<file path="src/rtl/instr_fetch.sv">
// Instruction fetch stage: byte PC, word-addressed imem request,
// and the IF/ID pipeline register with valid/ready hold behaviour.
module instr_fetch #(
   parameter logic [31:0] RESET_PC = 32'h0000_0000
) (
   input  logic        clk,
   input  logic        rst,
   input  logic        stall,
   input  logic        redirect,
   input  logic [31:0] redirect_pc,
   output logic [31:0] imem_addr,
   input  logic [31:0] imem_rdata,
   input  logic        id_ready,
   output logic        ifid_valid,
   output logic [31:0] ifid_pc,
   output logic [31:0] ifid_instr,
   output logic        misalign,
   output logic [31:0] fetch_count
);

   logic [31:0] pc;
   logic        load;
   logic        rd_mis;

   // IF/ID may take a new word when not frozen and the slot is free or drained
   always_comb begin
      load   = !stall && (!ifid_valid || id_ready);
      rd_mis = redirect && (redirect_pc[1:0] != 2'b00);
   end

   // instruction memory is word indexed
   assign imem_addr = {2'b00, pc[31:2]};

   // pc, IF/ID register, misalign pulse and fetch counter
   always_ff @(posedge clk) begin
      if (rst) begin
         pc          <= RESET_PC;
         ifid_valid  <= 1'b0;
         ifid_pc     <= 32'h0;
         ifid_instr  <= 32'h0;
         misalign    <= 1'b0;
         fetch_count <= 32'h0;
      end else begin
         misalign <= rd_mis;
         if (redirect) begin
            pc         <= {redirect_pc[31:2], 2'b00};
            ifid_valid <= 1'b0;
         end else if (load) begin
            ifid_instr  <= imem_rdata;
            ifid_pc     <= pc;
            ifid_valid  <= 1'b1;
            pc          <= pc + 32'd4;
            fetch_count <= fetch_count + 32'd1;
         end
      end
   end

endmodule
</file>
<file path="config.mk">
export PLATFORM = sky130hd
export DESIGN_NAME = instr_fetch
export DESIGN_NICKNAME = d
export VERILOG_FILES = /design/src/rtl/instr_fetch.sv
export SDC_FILE = /design/constraint.sdc
export NUM_CORES = 1
export LEC_CHECK = 0
export CAP_MARGIN = 20
export CORE_MARGIN = 10
export CORE_UTILIZATION = 40
export CTS_BUF_LIST = sky130_fd_sc_hd__clkbuf_8
export DETAILED_ROUTE_END_ITERATION = 10
export PLACE_DENSITY = 0.84
export RECOVER_POWER = 50
export SLEW_MARGIN = 5
export SYNTH_ARGS = -nofsm -noshare
export SYNTH_HDL_FRONTEND = slang
export SYNTH_SLANG_ARGS = --single-unit
</file>
<file path="constraint.sdc">
create_clock -name clk -period 1.9 [get_ports clk]
set_input_delay 0.19 -clock clk [delete_from_list [all_inputs] [get_ports clk]]
set_output_delay 0.19 -clock clk [all_outputs]
set_load 0.01 [all_outputs]
</file>
* Yosys cells after proc, flatten, opt, wreduce, memory -nomap -nowiden *
Cells that the tools add are included.

storage, ports and cells
  bits in registers = 130
  output and inout port bits = 130
  bits of input ports = 69
  word-level logic and storage cells = 21

operators by class
  $add $sub $neg = 2
  bitwise operators = 1
  mux-type cells = 2
  reductions and logical operators = 9

operator list
  operator                                                         count
  32-bit 2-to-1 mux                                                2
  32-bit by 1-bit adder with 32-bit output, second input constant  1
  32-bit by 3-bit adder with 32-bit output, second input constant  1
  2-bit nonzero test                                               2
  1-bit logical AND                                                2
  1-bit logical NOT                                                2
  2-bit AND reduction                                              1
  2-bit OR reduction                                               1
  1-bit logical OR                                                 1
  1-bit inverter                                                   1

* Depth between registers and ports, before layout *
  depth after elaboration = 5
  depth in mapped cells = 7
  gate-level depth less buffers = 6

* Worst setup path after synthesis *
OpenSTA, ideal clock, no wires.

  path kind = reg-to-reg
  from = register fetch_count[5]
  to = register fetch_count[31]
  data required time = 1830 ps
  path slack = 134 ps
  period minus slack after synthesis = 1766 ps
  data arrival time = 1695 ps
  stages on the path, launching flop included = 6
  cell sequence = dfxtp_1 > nand4_4 > nor4_4 > nand3_2 > or4_1 > a21oi_1

between the ends
  cells in the longest elaborated chain, start to end = 1

ends and longest elaborated chain
  what                                      line  source
  start: declaration                        18    output logic [31:0] fetch_count
  start signal: assignment                  53    fetch_count <= fetch_count + 32'd1;
  32-bit by 1-bit adder with 32-bit output  53

Every way passes these cells.
A chain may end at the register's enable or synchronous reset.

* Final worst setup path *
  from = register fetch_count[10]
  to = register fetch_count[29]

The elaborated chain is that of the path after synthesis.

==> out/results.ini <==
[setup_path]
end_kind = register
crit_start = fetch_count[10]
critPathKind = register to register
rr_startpoint = fetch_count[10]
critPathMaxFanout = 5
critPathRequiredTime_ns = 2.27
critical_path.startpoint_type = register
cp.arrival_ns = 2.19

[detailed_routing]
top_layer = met5
met3_length_microns = 1665
wl_met2_microns = 8656
drt-vias-per-instance = 5.077
drtAntennaViolNets = 0
vias = 5529
first_pass_iters = 5
drc = 0
drtIter0Drc = 357
wl_per_cell_microns = 16.36
wl_met1_microns = 7227
routed_wl_microns = 17810

[worst_hold_path]
worstHoldStart = rst
holdCritPathClass = primary input to register

[finish]
syn_to_final_growth_pct = 56.29
ff_latch_area_sq_um = 2524
fin_util_pct = 63.60
diodes = 0
drive_gt1_share_pct = 13.03
layout.nets = 971
finalNonFillerCells = 1089
num-fill-cells = 1084
multi_input_area_sq_um = 2653

[sta]
worst_slew_pin_slew_ns = 0.5192
fin_crit_ns = 1.818
skew_ns = 0.01114
final-setup-viol-count = 0
max_slew_margin_pct = 65.39
max_freq_mhz = 550.0
slew_violations = 0
rsz0062_at_grt = true
hold_viol_final = 0
timing.final.crit_share_pct = 95.69

[synth]
synth_compound_area_share_pct = 13.38
synth_area_sq_um = 5368
synthMuxAreaShare_pct = 0
synthTopCellsByArea = dfxtp_1 (47%), nand2_1 (11%), a21oi_1 (7.4%)
synth_seq_cells = 126
synthXorXnorAreaFrac_pct = 7.343
synth_cells = 653
synth-seq-area-share_pct = 46.99
synthDistinctLibCells = 50
ys.flop_type = dfxtp_1
synthSimpleGateAreaFrac_pct = 27.60
ys_warn_count = 0
synthAdderAreaFrac_pct = 0.4662
yosysTopAreaCell = dfxtp_1
synth_top_family_by_area = simple AND/OR/NAND/NOR gates
synth_edf_count = 0
synth-async-reset-ratio_pct = 0
yosysTopAreaCellShare_pct = 46.99
syn_avg_cell_area_sq_um = 8.220

[clocking]
root_buffer = clkbuf_8
ctsHoldBuffers = 0
cts_made_buffers = 17
path_clk_slew_ns = 0.08
clk_path_buf_depth = 2
cts_sinks = 126
clock_latency_ns = 0.45
htree_levels = 4
cts_tree = built

[grt]
first_global_vias = 5343
grt_pass1_wl_microns = 27470
antenna_found_initial = 1
groute.usage.overall_pct = 18.65
grt-ovfl-total = 0
grt_max_degree = 49

[pwr]
power_uw = 6324
p_leak_uw = 0.003247
power.density_nw_per_um2 = 753.9
ir_drop_v = 0.0005239

[run]
drv_cap = 0

[placement]
dp_cells = 1055
hpwl_microns = 13370
numPortBuffers = 194
gp_congestion = 0.9169

[outcome]
status = completed

[floorplan]
fp.dieH_microns = 135.8
num_rows = 42
core_sq_um = 13190
boundaryPins = 199
dieArea_sq_um = 18450
start_util_pct = 40.69
die_x_microns = 135.8

-- stage by stage --
stage / TNS [ns] / hold slack, ns / area, sq um / worst slack, ns
finish: 0 / 0.05638 / 8389 / 0.08185
floorplan: 0 / 0.3002 / 5379 / 0.1343
global route: 0 / 0.03906 / 8389 / 0.006646
CTS: 0 / 0.02374 / 8386 / 0.001387
global placement: -6.169 / 0.4404 / 7919 / -0.2171
detailed placement: -10.38 / 0.4459 / 7919 / -0.3037
-- area by class of cell --
cell class | instances | area share, %
multi-input cells | 482 | 31.62
flip-flops and latches | 126 | 30.08
repair buffers | 267 | 29.84
clock buffers | 20 | 3.281
well taps | 176 | 2.625
clock inverters | 12 | 2.282
inverters | 6 | 0.2685
-- synth_stat cells (2+ instances only) --
library cell / instances
a211oi_1: 17
a21oi_1: 79
a22o_1: 2
a32oi_1: 2
and3_1: 4
and4_1: 3
buf_2: 15
buf_4: 4
clkbuf_1: 21
dfxtp_1: 126
ha_1: 2
inv_1: 6
nand2_1: 162
nand3_1: 26
nand4_1: 21
nor2_1: 55
nor3_1: 2
nor4_2: 2
nor4_4: 4
nor4b_1: 2
o211ai_1: 2
o21a_1: 3
o21ai_0: 12
o311ai_0: 2
o31ai_1: 2
or3_1: 9
or4_1: 2
xnor2_1: 9
xor2_1: 36
-- what timing repair did --
item | CTS | global route
endpoints found under the setup margin | 0 | 24
gates resized for setup | 0 | 5
buffers inserted | 0 | 2
-- flip-flops by register name, summed over array words and instances (netlist names) --
register     cells
pc              30
ifid_valid       1
misalign         1
ifid_pc         30
fetch_count     32
ifid_instr      32
-- kinds of logic (layout without fill, tap and decap cells) --
group	after synthesis	count (layout)
other	1	4
DFF	126	126
adders and majority gates	2	2
AOI/OAI and AO/OA	125	125
buffers and inverters	48	305
xor gates and xnor gates	45	45
and+or+nand+nor	306	306
-- power by group --
group	switching (uW)	internal (uW)	total (uW)	leakage, uW
sequential	70.1	2740	2810	0.00103
combinational	366	415	782	0.00198
clock	1080	1650	2730	0.000237
-- worst max-delay path: stages (launching register included) --
cell and delay, ns:
dfxtp_1 0.38, nand2_1 0.18, nor4_4 0.37, nand3_2 0.16, buf_4 0.18, or3_1 0.31
a21oi_1 0.16
-- routing by layer --
layer  vias up  track usage [%]
met5         -                0
met4         2            6.519
met3        21            6.605
met2       208            31.37
met1      2583            21.43
li1       2715                -
-- cell usage in the layout (no fill, tap or decap), types with 3 or more instances in the layout --
| master | netlist | layout |
|---|---|---|
| a211oi_1 | 17 | 17 |
| a21oi_1 | 79 | 79 |
| and3_1 | 4 | 4 |
| and4_1 | 3 | 3 |
| buf_12 | 0 | 3 |
| buf_4 | 4 | 64 |
| bufinv_16 | 0 | 5 |
| clkbuf_1 | 21 | 3 |
| clkbuf_2 | 1 | 4 |
| clkbuf_8 | 0 | 20 |
| clkdlybuf4s50_1 | 0 | 133 |
| conb_1 | 1 | 4 |
| dfxtp_1 | 126 | 125 |
| dlygate4sd3_1 | 0 | 60 |
| inv_1 | 6 | 8 |
| nand2_1 | 162 | 161 |
| nand3_1 | 26 | 25 |
| nand4_1 | 21 | 21 |
| nor2_1 | 55 | 54 |
| nor4_4 | 4 | 4 |
| o21a_1 | 3 | 3 |
| o21ai_0 | 12 | 12 |
| or3_1 | 9 | 9 |
| xnor2_1 | 9 | 9 |
| xor2_1 | 36 | 36 |
-- path summary, 6_finish.rpt --
path | depth (start not counted) | endpoint | slack, ns
setup reg to reg | 6 | fetch_count[29] | 0.08
hold / removal | 2 | ifid_pc[12] | 0.06
hold reg to reg | 2 | ifid_instr[5] | 0.45
setup / recovery | 6 | fetch_count[29] | 0.08
Power figures use the tool's default switching activity.
